### config.mk
export PLATFORM = sky130hd
export DESIGN_NAME = nr_fp_divider_seq_flat
export DESIGN_NICKNAME = d
export VERILOG_FILES = /design/src/rtl/nr_fp_divider_seq_if.sv /design/src/rtl/nr_fp_divider_seq.sv /design/src/flat_wrapper.sv
export SDC_FILE = /design/constraint.sdc
export NUM_CORES = 2
export LEC_CHECK = 0
export CAP_MARGIN = 20
export CORE_ASPECT_RATIO = 1.2
export CORE_UTILIZATION = 33
export CTS_CLUSTER_SIZE = 20
export DETAILED_ROUTE_END_ITERATION = 16
export SYNTH_ARGS = -nofsm -noshare
export SYNTH_HDL_FRONTEND = slang
export SYNTH_SLANG_ARGS = --single-unit
### constraint.sdc
create_clock -name clk -period 11.3 [get_ports clk]
set_input_delay 1.13 -clock clk [delete_from_list [all_inputs] [get_ports clk]]
set_output_delay 1.13 -clock clk [all_outputs]
set_load 0.05 [all_outputs]
### src/rtl/nr_fp_divider_seq_if.sv
// rtl/nr_fp_divider_seq_if.sv - operand/result handshake bundle for the Newton-Raphson divider
interface nr_fp_divider_seq_if #(
  parameter int EXP_W = 8,
  parameter int MAN_W = 23
);
  localparam int W = 1 + EXP_W + MAN_W;

  logic         in_valid;
  logic         in_ready;
  logic [W-1:0] numerator;
  logic [W-1:0] divisor;
  logic         out_valid;
  logic         out_ready;
  logic [W-1:0] quotient;
  logic [3:0]   flags;
  logic         busy;

  modport slave (
    input  in_valid, numerator, divisor, out_ready,
    output in_ready, out_valid, quotient, flags, busy
  );

  modport master (
    output in_valid, numerator, divisor, out_ready,
    input  in_ready, out_valid, quotient, flags, busy
  );
endinterface

### src/rtl/nr_fp_divider_seq.sv
// rtl/nr_fp_divider_seq.sv - sequential IEEE-754 divider, Newton-Raphson reciprocal on one shared multiplier
// flags = {invalid, div_by_zero, overflow, underflow}; subnormals in flush to zero, none come out.
module nr_fp_divider_seq #(
  parameter int EXP_W      = 8,
  parameter int MAN_W      = 23,
  parameter int ITERATIONS = 4,
  parameter int GUARD_W    = 6
) (
  input logic                clk,
  input logic                rst,
  nr_fp_divider_seq_if.slave div_if
);
  localparam int W  = 1 + EXP_W + MAN_W;
  localparam int FW = MAN_W + GUARD_W;
  localparam int XW = FW + 2;
  localparam int EW = EXP_W + 2;

  localparam logic [2:0] S_IDLE   = 3'd0;
  localparam logic [2:0] S_SETUP  = 3'd1;
  localparam logic [2:0] S_ITER_A = 3'd2;
  localparam logic [2:0] S_ITER_B = 3'd3;
  localparam logic [2:0] S_FINAL  = 3'd4;
  localparam logic [2:0] S_NORM   = 3'd5;
  localparam logic [2:0] S_DONE   = 3'd6;

  localparam logic [XW-1:0] C48 = XW'((64'd48 << FW) / 64'd17);
  localparam logic [XW-1:0] C32 = XW'((64'd32 << FW) / 64'd17);
  localparam logic [XW-1:0] TWO = XW'(64'd2 << FW);
  // The reciprocal converges from below, so a quarter-ulp nudge lets exact quotients truncate exactly.
  localparam logic [XW-1:0] RND = XW'(64'd1 << (GUARD_W - 2));
  localparam logic signed [EW-1:0] EBIAS = EW'((1 << (EXP_W - 1)) - 1);
  localparam logic signed [EW-1:0] EMAX  = EW'((1 << EXP_W) - 1);
  localparam logic [2:0] LAST_IT = 3'(ITERATIONS - 1);
  localparam logic [W-1:0] QNAN = {1'b0, {EXP_W{1'b1}}, 1'b1, {(MAN_W - 1){1'b0}}};

  logic               n_sign, d_sign, res_sign;
  logic [EXP_W-1:0]   n_exp, d_exp;
  logic [MAN_W-1:0]   n_man, d_man;
  logic               n_zero, n_nan, n_inf, d_zero, d_nan, d_inf;

  assign n_sign   = div_if.numerator[W-1];
  assign n_exp    = div_if.numerator[W-2 -: EXP_W];
  assign n_man    = div_if.numerator[MAN_W-1:0];
  assign d_sign   = div_if.divisor[W-1];
  assign d_exp    = div_if.divisor[W-2 -: EXP_W];
  assign d_man    = div_if.divisor[MAN_W-1:0];
  assign res_sign = n_sign ^ d_sign;
  assign n_zero   = (n_exp == '0);
  assign n_nan    = (&n_exp) & (|n_man);
  assign n_inf    = (&n_exp) & ~(|n_man);
  assign d_zero   = (d_exp == '0);
  assign d_nan    = (&d_exp) & (|d_man);
  assign d_inf    = (&d_exp) & ~(|d_man);

  logic [2:0]           state_q, state_d, iter_q, iter_d;
  logic                 sign_q, sign_d, spec_q, spec_d;
  logic signed [EW-1:0] exp_q, exp_d;
  logic [XW-1:0]        dm_q, dm_d, nm_q, nm_d, x_q, x_d, t_q, t_d, acc_q, acc_d;
  logic [W-1:0]         quotient_q, quotient_d;
  logic [3:0]           flags_q, flags_d;

  logic [XW-1:0]   mul_a, mul_b, prod_fx;
  logic [2*XW-1:0] prod_full;

  always_comb begin
    mul_a = '0;
    mul_b = '0;
    case (state_q)
      S_SETUP:  begin mul_a = C32;  mul_b = dm_q; end
      S_ITER_A: begin mul_a = dm_q; mul_b = x_q;  end
      S_ITER_B: begin mul_a = x_q;  mul_b = t_q;  end
      S_FINAL:  begin mul_a = nm_q; mul_b = x_q;  end
      default:  ;
    endcase
  end

  assign prod_full = {{XW{1'b0}}, mul_a} * {{XW{1'b0}}, mul_b};
  assign prod_fx   = XW'(prod_full >> FW);

  logic         spec_hit;
  logic [W-1:0] spec_word;
  logic [3:0]   spec_flags;

  always_comb begin
    spec_hit   = 1'b1;
    spec_word  = '0;
    spec_flags = 4'b0000;
    if (n_nan | d_nan) begin
      spec_word = QNAN;
    end else if ((n_zero & d_zero) | (n_inf & d_inf)) begin
      spec_word  = QNAN;
      spec_flags = 4'b1000;
    end else if (n_inf) begin
      spec_word = {res_sign, {EXP_W{1'b1}}, {MAN_W{1'b0}}};
    end else if (d_zero) begin
      spec_word  = {res_sign, {EXP_W{1'b1}}, {MAN_W{1'b0}}};
      spec_flags = 4'b0100;
    end else if (d_inf | n_zero) begin
      spec_word = {res_sign, {(W - 1){1'b0}}};
    end else begin
      spec_hit = 1'b0;
    end
  end

  // acc_q = 2*mN/mD lies in (1,4); bit XW-1 says whether it needs the 1-bit right shift.
  logic [XW-1:0]        acc_rnd;
  logic                 norm_hi;
  logic signed [EW-1:0] exp_n;
  logic [MAN_W-1:0]     man_n;
  logic [W-1:0]         norm_word;
  logic [3:0]           norm_flags;

  always_comb begin
    acc_rnd    = acc_q + RND;
    norm_hi    = acc_rnd[XW-1];
    exp_n      = norm_hi ? exp_q : exp_q - EW'(1);
    man_n      = norm_hi ? MAN_W'(acc_rnd >> (FW + 1 - MAN_W)) : MAN_W'(acc_rnd >> (FW - MAN_W));
    norm_word  = {sign_q, exp_n[EXP_W-1:0], man_n};
    norm_flags = 4'b0000;
    if (exp_n >= EMAX) begin
      norm_word  = {sign_q, {EXP_W{1'b1}}, {MAN_W{1'b0}}};
      norm_flags = 4'b0010;
    end else if (exp_n[EW-1] || exp_n == '0) begin
      norm_word  = {sign_q, {(W - 1){1'b0}}};
      norm_flags = 4'b0001;
    end
  end

  always_comb begin
    state_d    = state_q;
    iter_d     = iter_q;
    sign_d     = sign_q;
    spec_d     = spec_q;
    exp_d      = exp_q;
    dm_d       = dm_q;
    nm_d       = nm_q;
    x_d        = x_q;
    t_d        = t_q;
    acc_d      = acc_q;
    quotient_d = quotient_q;
    flags_d    = flags_q;
    case (state_q)
      S_IDLE: begin
        if (div_if.in_valid) begin
          sign_d = res_sign;
          exp_d  = $signed({2'b00, n_exp}) - $signed({2'b00, d_exp}) + EBIAS;
          dm_d   = {2'b00, 1'b1, d_man, {(GUARD_W - 1){1'b0}}};
          nm_d   = {1'b0, 1'b1, n_man, {GUARD_W{1'b0}}};
          iter_d = '0;
          spec_d = spec_hit;
          if (spec_hit) begin
            quotient_d = spec_word;
            flags_d    = spec_flags;
            state_d    = S_NORM;
          end else begin
            state_d = S_SETUP;
          end
        end
      end
      S_SETUP: begin
        x_d     = C48 - prod_fx;
        state_d = S_ITER_A;
      end
      S_ITER_A: begin
        t_d     = TWO - prod_fx;
        state_d = S_ITER_B;
      end
      S_ITER_B: begin
        x_d = prod_fx;
        if (iter_q == LAST_IT) begin
          state_d = S_FINAL;
        end else begin
          iter_d  = iter_q + 3'd1;
          state_d = S_ITER_A;
        end
      end
      S_FINAL: begin
        acc_d   = prod_fx;
        state_d = S_NORM;
      end
      S_NORM: begin
        if (!spec_q) begin
          quotient_d = norm_word;
          flags_d    = norm_flags;
        end
        state_d = S_DONE;
      end
      S_DONE: begin
        if (div_if.out_ready) state_d = S_IDLE;
      end
      default: state_d = S_IDLE;
    endcase
  end

  always_ff @(posedge clk or posedge rst) begin
    if (rst) begin
      state_q    <= S_IDLE;
      iter_q     <= '0;
      sign_q     <= 1'b0;
      spec_q     <= 1'b0;
      exp_q      <= '0;
      dm_q       <= '0;
      nm_q       <= '0;
      x_q        <= '0;
      t_q        <= '0;
      acc_q      <= '0;
      quotient_q <= '0;
      flags_q    <= '0;
    end else begin
      state_q    <= state_d;
      iter_q     <= iter_d;
      sign_q     <= sign_d;
      spec_q     <= spec_d;
      exp_q      <= exp_d;
      dm_q       <= dm_d;
      nm_q       <= nm_d;
      x_q        <= x_d;
      t_q        <= t_d;
      acc_q      <= acc_d;
      quotient_q <= quotient_d;
      flags_q    <= flags_d;
    end
  end

  assign div_if.in_ready  = (state_q == S_IDLE);
  assign div_if.out_valid = (state_q == S_DONE);
  assign div_if.busy      = (state_q != S_IDLE);
  assign div_if.quotient  = quotient_q;
  assign div_if.flags     = flags_q;
endmodule

### src/flat_wrapper.sv
// flat-port wrapper written by rule: the top's interface ports become plain ports
module nr_fp_divider_seq_flat 
#(
  parameter int EXP_W      = 8,
  parameter int MAN_W      = 23,
  parameter int ITERATIONS = 4,
  parameter int GUARD_W    = 6
)
  (clk, rst, div_if_in_valid, div_if_numerator, div_if_divisor, div_if_out_ready, div_if_in_ready, div_if_out_valid, div_if_quotient, div_if_flags, div_if_busy);
  nr_fp_divider_seq_if #(.EXP_W(EXP_W), .MAN_W(MAN_W)) div_if_i ();
  input logic clk;
  input logic rst;
  input wire logic [$bits(div_if_i.in_valid)-1:0] div_if_in_valid;
  input wire logic [$bits(div_if_i.numerator)-1:0] div_if_numerator;
  input wire logic [$bits(div_if_i.divisor)-1:0] div_if_divisor;
  input wire logic [$bits(div_if_i.out_ready)-1:0] div_if_out_ready;
  output wire logic [$bits(div_if_i.in_ready)-1:0] div_if_in_ready;
  output wire logic [$bits(div_if_i.out_valid)-1:0] div_if_out_valid;
  output wire logic [$bits(div_if_i.quotient)-1:0] div_if_quotient;
  output wire logic [$bits(div_if_i.flags)-1:0] div_if_flags;
  output wire logic [$bits(div_if_i.busy)-1:0] div_if_busy;
  assign div_if_i.in_valid = div_if_in_valid;
  assign div_if_i.numerator = div_if_numerator;
  assign div_if_i.divisor = div_if_divisor;
  assign div_if_i.out_ready = div_if_out_ready;
  assign div_if_in_ready = div_if_i.in_ready;
  assign div_if_out_valid = div_if_i.out_valid;
  assign div_if_quotient = div_if_i.quotient;
  assign div_if_flags = div_if_i.flags;
  assign div_if_busy = div_if_i.busy;
  nr_fp_divider_seq #(.EXP_W(EXP_W), .MAN_W(MAN_W), .ITERATIONS(ITERATIONS), .GUARD_W(GUARD_W)) u_core (.clk(clk), .rst(rst), .div_if(div_if_i));
endmodule
* After elaboration in Yosys (flattened, before gate mapping)
Cells that the tools add are included.
Storage, ports and cells: bits in registers 195, bits of input ports 68, output and inout port bits 39, logic and storage cells 102
Operators by class: $add $sub $neg 7, $mul 1, magnitude comparators 1, eq/ne operators 12, mux-type cells 39, bitwise gates (word level) 12, reduce and logical (&&, ||, !) cells 18
Operator list (number):
- $mux W32 | 8
- $pmux W31 S4 | 1
- $pmux W31 S3 | 1
- $pmux W32 S2 | 1
- $mux W31 | 2
- $pmux W31 S2 | 1
- $sub A31 B31 Y31 const A | 2
- $mul A31 B31 Y60 | 1
- $reduce_or A23 Y1 | 2
- $add A31 B5 Y31 const B | 1
- $mux W4 | 7
- $mux W23 | 1
- $mux W3 | 7
- $pmux W3 S7 | 1
- $logic_not A8 Y1 | 2
- $reduce_and A8 Y1 | 2
- $add A10 B8 Y10 const B | 1
- $ge A10 B9 Y1 const B | 1
- $logic_not A10 Y1 | 1
- $mux W10 | 1
- $sub A10 B2 Y10 const B | 1
- $eq A3 B2 Y1 const B | 3
- $eq A3 B3 Y1 const B | 3
- $sub A8 B8 Y9 | 1
- other kinds (19) | 38

* Longest topological paths before layout
depth after elaboration 12, gate-level depth with buffers 42, mapped depth without buffers 39

* Least setup slack after synthesis
OpenSTA, ideal clock, no wires.
path kind register -> register, start register u_core.state_q[1], end register u_core.t_q[30], setup time 0.133 ns, data arrival time 10.093 ns, required time 11.167 ns, slack 1.074 ns, cell stages (with the launch flop) 36, buffers on the path 6, clock period less this slack 10.226 ns, cells stage by stage dfrtp_1 -> clkbuf_1 -> clkbuf_1 -> buf_1 -> a311oi_1 -> a21oi_1 -> clkbuf_1 -> nor2_1 -> fa_1 -> fa_1 -> inv_1 -> fa_1 -> fa_1 -> inv_1 -> fa_1 -> fa_1 -> fa_1 -> inv_1 -> fa_1 -> inv_1 -> ha_1 -> nand4_1 -> or4_1 -> or4_1 -> o32ai_1 -> o31ai_1 -> and2_1 -> clkbuf_1 -> a2111oi_4 -> and4_1 -> buf_4 -> nand4_2 -> nor4_4 -> nand4_1 -> xnor2_1 -> o21ai_1
On the way: word-level cells in the longest chain between the ends 5, elaborated cells on any way between the ends 9, classes of those cells 1 x add/sub; 1 x mul; 4 x eq/ne; 2 x mux; 1 x reduce/logical
Ends and longest elaborated chain:
- from (decl) | line nr_fp_divider_seq.sv:55 | logic [2:0] state_q, state_d, iter_q, iter_d;
- from (signal assigned) | line nr_fp_divider_seq.sv:210 | state_q <= state_d;
- $eq A3 B2 Y1 / $eq A3 B3 Y1 (equally long branches) | line nr_fp_divider_seq.sv:68, nr_fp_divider_seq.sv:142
- $reduce_or A2 Y1 (no line)
- $pmux W31 S3 | line nr_fp_divider_seq.sv:68 | case (state_q)
- $mul A31 B31 Y60 | line nr_fp_divider_seq.sv:77 | assign prod_full = {{XW{1'b0}}, mul_a} * {{XW{1'b0}}, mul_b};
- $sub A31 B31 Y31 | line nr_fp_divider_seq.sv:165 | t_d = TWO - prod_fx;
- to (signal assigned) | line nr_fp_divider_seq.sv:218 | t_q <= t_d;
- to (decl) | line nr_fp_divider_seq.sv:58 | logic [XW-1:0] dm_q, dm_d, nm_q, nm_d, x_q, x_d, t_q, t_d, acc_q, acc_d;
Several ways; a longest one is shown, not always the timed one. A chain may end at the register's enable or synchronous reset.

* Final worst setup path
Ends and elaborated chain as after synthesis.

==> results.sh <==
export IMPL_cts_root_buf="clkbuf_16"
export IMPL_critPathMaxStageDelay_ns=0.68
export IMPL_maxCapViolCount=0
export IMPL_synth_edff_count=0
export IMPL_cts_buffers=17
export IMPL_place_hpwl_mm=132
export IMPL_cts_buffer_depth=2
export IMPL_cts_tree="yes"
export IMPL_synth_seq_cells=190
export IMPL_post_synth_top_count_cell="nand2_1"
export IMPL_critPathRequiredTime_ns=11.61
export IMPL_wl_per_cell_um=23.7
export IMPL_cp_max_fo=25
export IMPL_clkTransAtPathRegs_ns=0.08
export IMPL_hold_class="flop to flop"
export IMPL_rows=142
export IMPL_dieArea_um2=127000
export IMPL_cpMaxStageDelayCell="or4_1"
export IMPL_overflow=0
export IMPL_grt_usage_pct=25.4
export IMPL_worst_hold_path_num_cells=2
export IMPL_synth_main_ff_cell="dfrtp_1"
export IMPL_hold_viol_final=0
export IMPL_area_growth_syn_to_layout_pct=12.0
export IMPL_vias=35500
export IMPL_setup_tns_ns=0
export IMPL_final_fill_count=12900
export IMPL_crit_type="flop to flop"
export IMPL_drtPass1Iterations=6
export IMPL_netlist_area_um2=41400
export IMPL_drt_initial_drc_count=3102
export IMPL_finalWirelength_mm=159
export IMPL_io_pins=107
export IMPL_tightest_slew_ns=1.13
export IMPL_grt_pass1_wl_mm=240
export IMPL_route_detailed_drc=0
export IMPL_ys_top_cells_by_count="872 x nand2_1, 836 x fa_1, 821 x inv_1"
export IMPL_layout_drive_gt1_share_pct=6.77
export IMPL_syn_instance_count=4918
export IMPL_maxSlewViolCount=0
export IMPL_synth_nets=6073
export IMPL_port_buffer_count=106
export IMPL_ys_warn_count=0
export IMPL_critPathLaunchType="flop"
export IMPL_die_h_um=390
export IMPL_vias_per_cell=5.30
export IMPL_cts_sinks=190
export IMPL_ys_async_sr_fraction_pct=100
export IMPL_rr_worst_depth=35
export IMPL_clk_latency_ns=0.45
export IMPL_coreArea_um2=125000
export IMPL_rsz0062_at_grt="false"
export IMPL_netlist_area_leader_share_pct=40.4
export IMPL_nNetsFinal=6196
export IMPL_min_period_over_period_pct=96.1
export IMPL_worstPathArrival_ns=11.17
export IMPL_gp_congestion=1.05
export IMPL_slew_headroom_pct=24.7
export IMPL_synth_avg_cell_area_um2=8.42
export IMPL_htree_levels=4
export IMPL_grt_start_max_net_pins=116
export IMPL_synth_top_area_cell="fa_1"
export IMPL_setup_viol=0
export IMPL_fp_dieW_um=325
export IMPL_dp_worst_setup_slack_ns=0.319
export IMPL_antenna_found_initial=6
export IMPL_status="complete, no violations"
export IMPL_start_util_pct=33.2
export IMPL_ys_seq_area_share_pct=11.5
export IMPL_setup_ws_ns=0.438
export IMPL_fmax_mhz=92.1
export IMPL_endpoint_kind="flop"
export IMPL_cp_common_cell="fa_1"
export IMPL_fin_skew_ns=0.0163
export IMPL_synth_area_leaders="fa_1 40%, dfrtp_1 11%, nand2_1 7.9%, ha_1 7.6%, inv_1 7.4%"
export IMPL_final_antenna_net_count=0
export IMPL_grt_pass1_vias=37500
export IMPL_synth_distinct_cells=80
export IMPL_period_minus_slack_ns=10.86
## registers in the layout (all words and copies together) (netlist names), 3 cells and up
signal and flops:
u_core.state_q 3, u_core.div_if.flags 4, u_core.nm_q 23, u_core.div_if.quotient 32
u_core.dm_q 24, u_core.x_q 31, u_core.acc_q 27, u_core.exp_q 10
u_core.t_q 31, u_core.iter_q 3
## cells in the final DEF (no fill, tap or decap), types with 35 or more instances in the layout
cell / n
nand2_1: 869
fa_1: 836
inv_1: 820
nor2_1: 624
ha_1: 251
buf_4: 244
dfrtp_1: 189
o21ai_0: 123
a21oi_1: 119
clkdlybuf4s50_1: 106
xnor2_1: 85
o21ai_1: 77
nand3_1: 56
nor3_1: 53
a21o_1: 43
nand2b_1: 37
xor2_1: 35
## critical path: cells and delay by family, from the launching register on
| family | cells | cell delay, ns |
|---|---|---|
| adders and majority gates | 9 | 4.26 |
| buffers and inverters | 9 | 1.39 |
| and+or+nand+nor | 8 | 2.35 |
| xor gates and xnor gates | 3 | 0.48 |
| DFF | 1 | 0.48 |
| AOI/OAI and AO/OA | 6 | 1.70 |
## through the flow
step           instances  util [%]  cell area [µm²]  hold slack (ns)
5_1_grt             6710      37.2            46400            0.511
6_report            6711      37.2            46400            0.484
4_1_cts             6704      37.1            46300            0.485
2_1_floorplan       4918         -            41400            0.447
3_3_place_gp        6671      36.6            45700            0.460
3_5_place_dp        6672      36.7            45700            0.463
## kinds of logic (layout without fill, tap and decap cells)
kind of cell	Yosys count	in the layout	synth area share, %
compound gates	591	591	9.07
xor+xnor	121	121	2.56
fa+ha+maj	1087	1087	48.0
buf+inv	1080	1216	9.81
flops	190	190	11.5
mux	34	34	0.837
other cells	0	1	0
simple gates	1815	1815	18.2
## layout make-up
| cell class | count | area, µm² | share of cell area [%] |
|---|---|---|---|
| diodes | 1 | 2.50 | 0.00540 |
| clock buffers | 20 | 457 | 0.985 |
| clock inverters | 12 | 106 | 0.229 |
| inverters | 822 | 3090 | 6.67 |
| multi-input cells | 3648 | 32700 | 70.6 |
| flip-flops and latches | 190 | 4760 | 10.3 |
| well taps | 1656 | 2070 | 4.47 |
| repair buffers | 362 | 3140 | 6.77 |
## final timing paths
check	from	end	slack, ns
min in group asynchronous	rst	u_core.dm_q[20]$_DFFE_PP0P_	1.26
max in group asynchronous	rst	u_core.div_if.flags[1]$_DFFE_PP0P_	8.53
hold / removal	u_core.div_if.quotient[31]$_DFFE_PP0P_	u_core.div_if.quotient[31]$_DFFE_PP0P_	0.48
hold reg to reg	u_core.div_if.quotient[31]$_DFFE_PP0P_	u_core.div_if.quotient[31]$_DFFE_PP0P_	0.48
setup reg to reg	u_core.state_q[1]$_DFFE_PP0P_	u_core.t_q[30]$_DFFE_PP0N_	0.44
setup / recovery	u_core.state_q[1]$_DFFE_PP0P_	u_core.t_q[30]$_DFFE_PP0N_	0.44
## layer usage
| layer | up-vias | global-route usage (%) | wire [µm] | share of wire, % |
|---|---|---|---|---|
| met1 | 18100 | 30.1 | 59400 | 37 |
| met3 | 470 | 3.78 | 11200 | 7.0 |
| met5 | - | 0 | 46 | 0.029 |
| li1 | 15400 | - | - | - |
| met2 | 1539 | 44.3 | 77600 | 49 |
| met4 | 6 | 13.7 | 10800 | 6.8 |
## timing repair
item / 4_1_cts / 5_1_grt
buffers inserted: 0 / 6
resized for setup: 0 / 3
hold endpoints to repair: 0 / 0
hold buffers: 0 / 0
endpoints found under the setup margin: 0 / 8
Power is left out: the tool's default activity adds up to more than one toggle a clock period on the data nets, which glitch-free logic cannot reach.
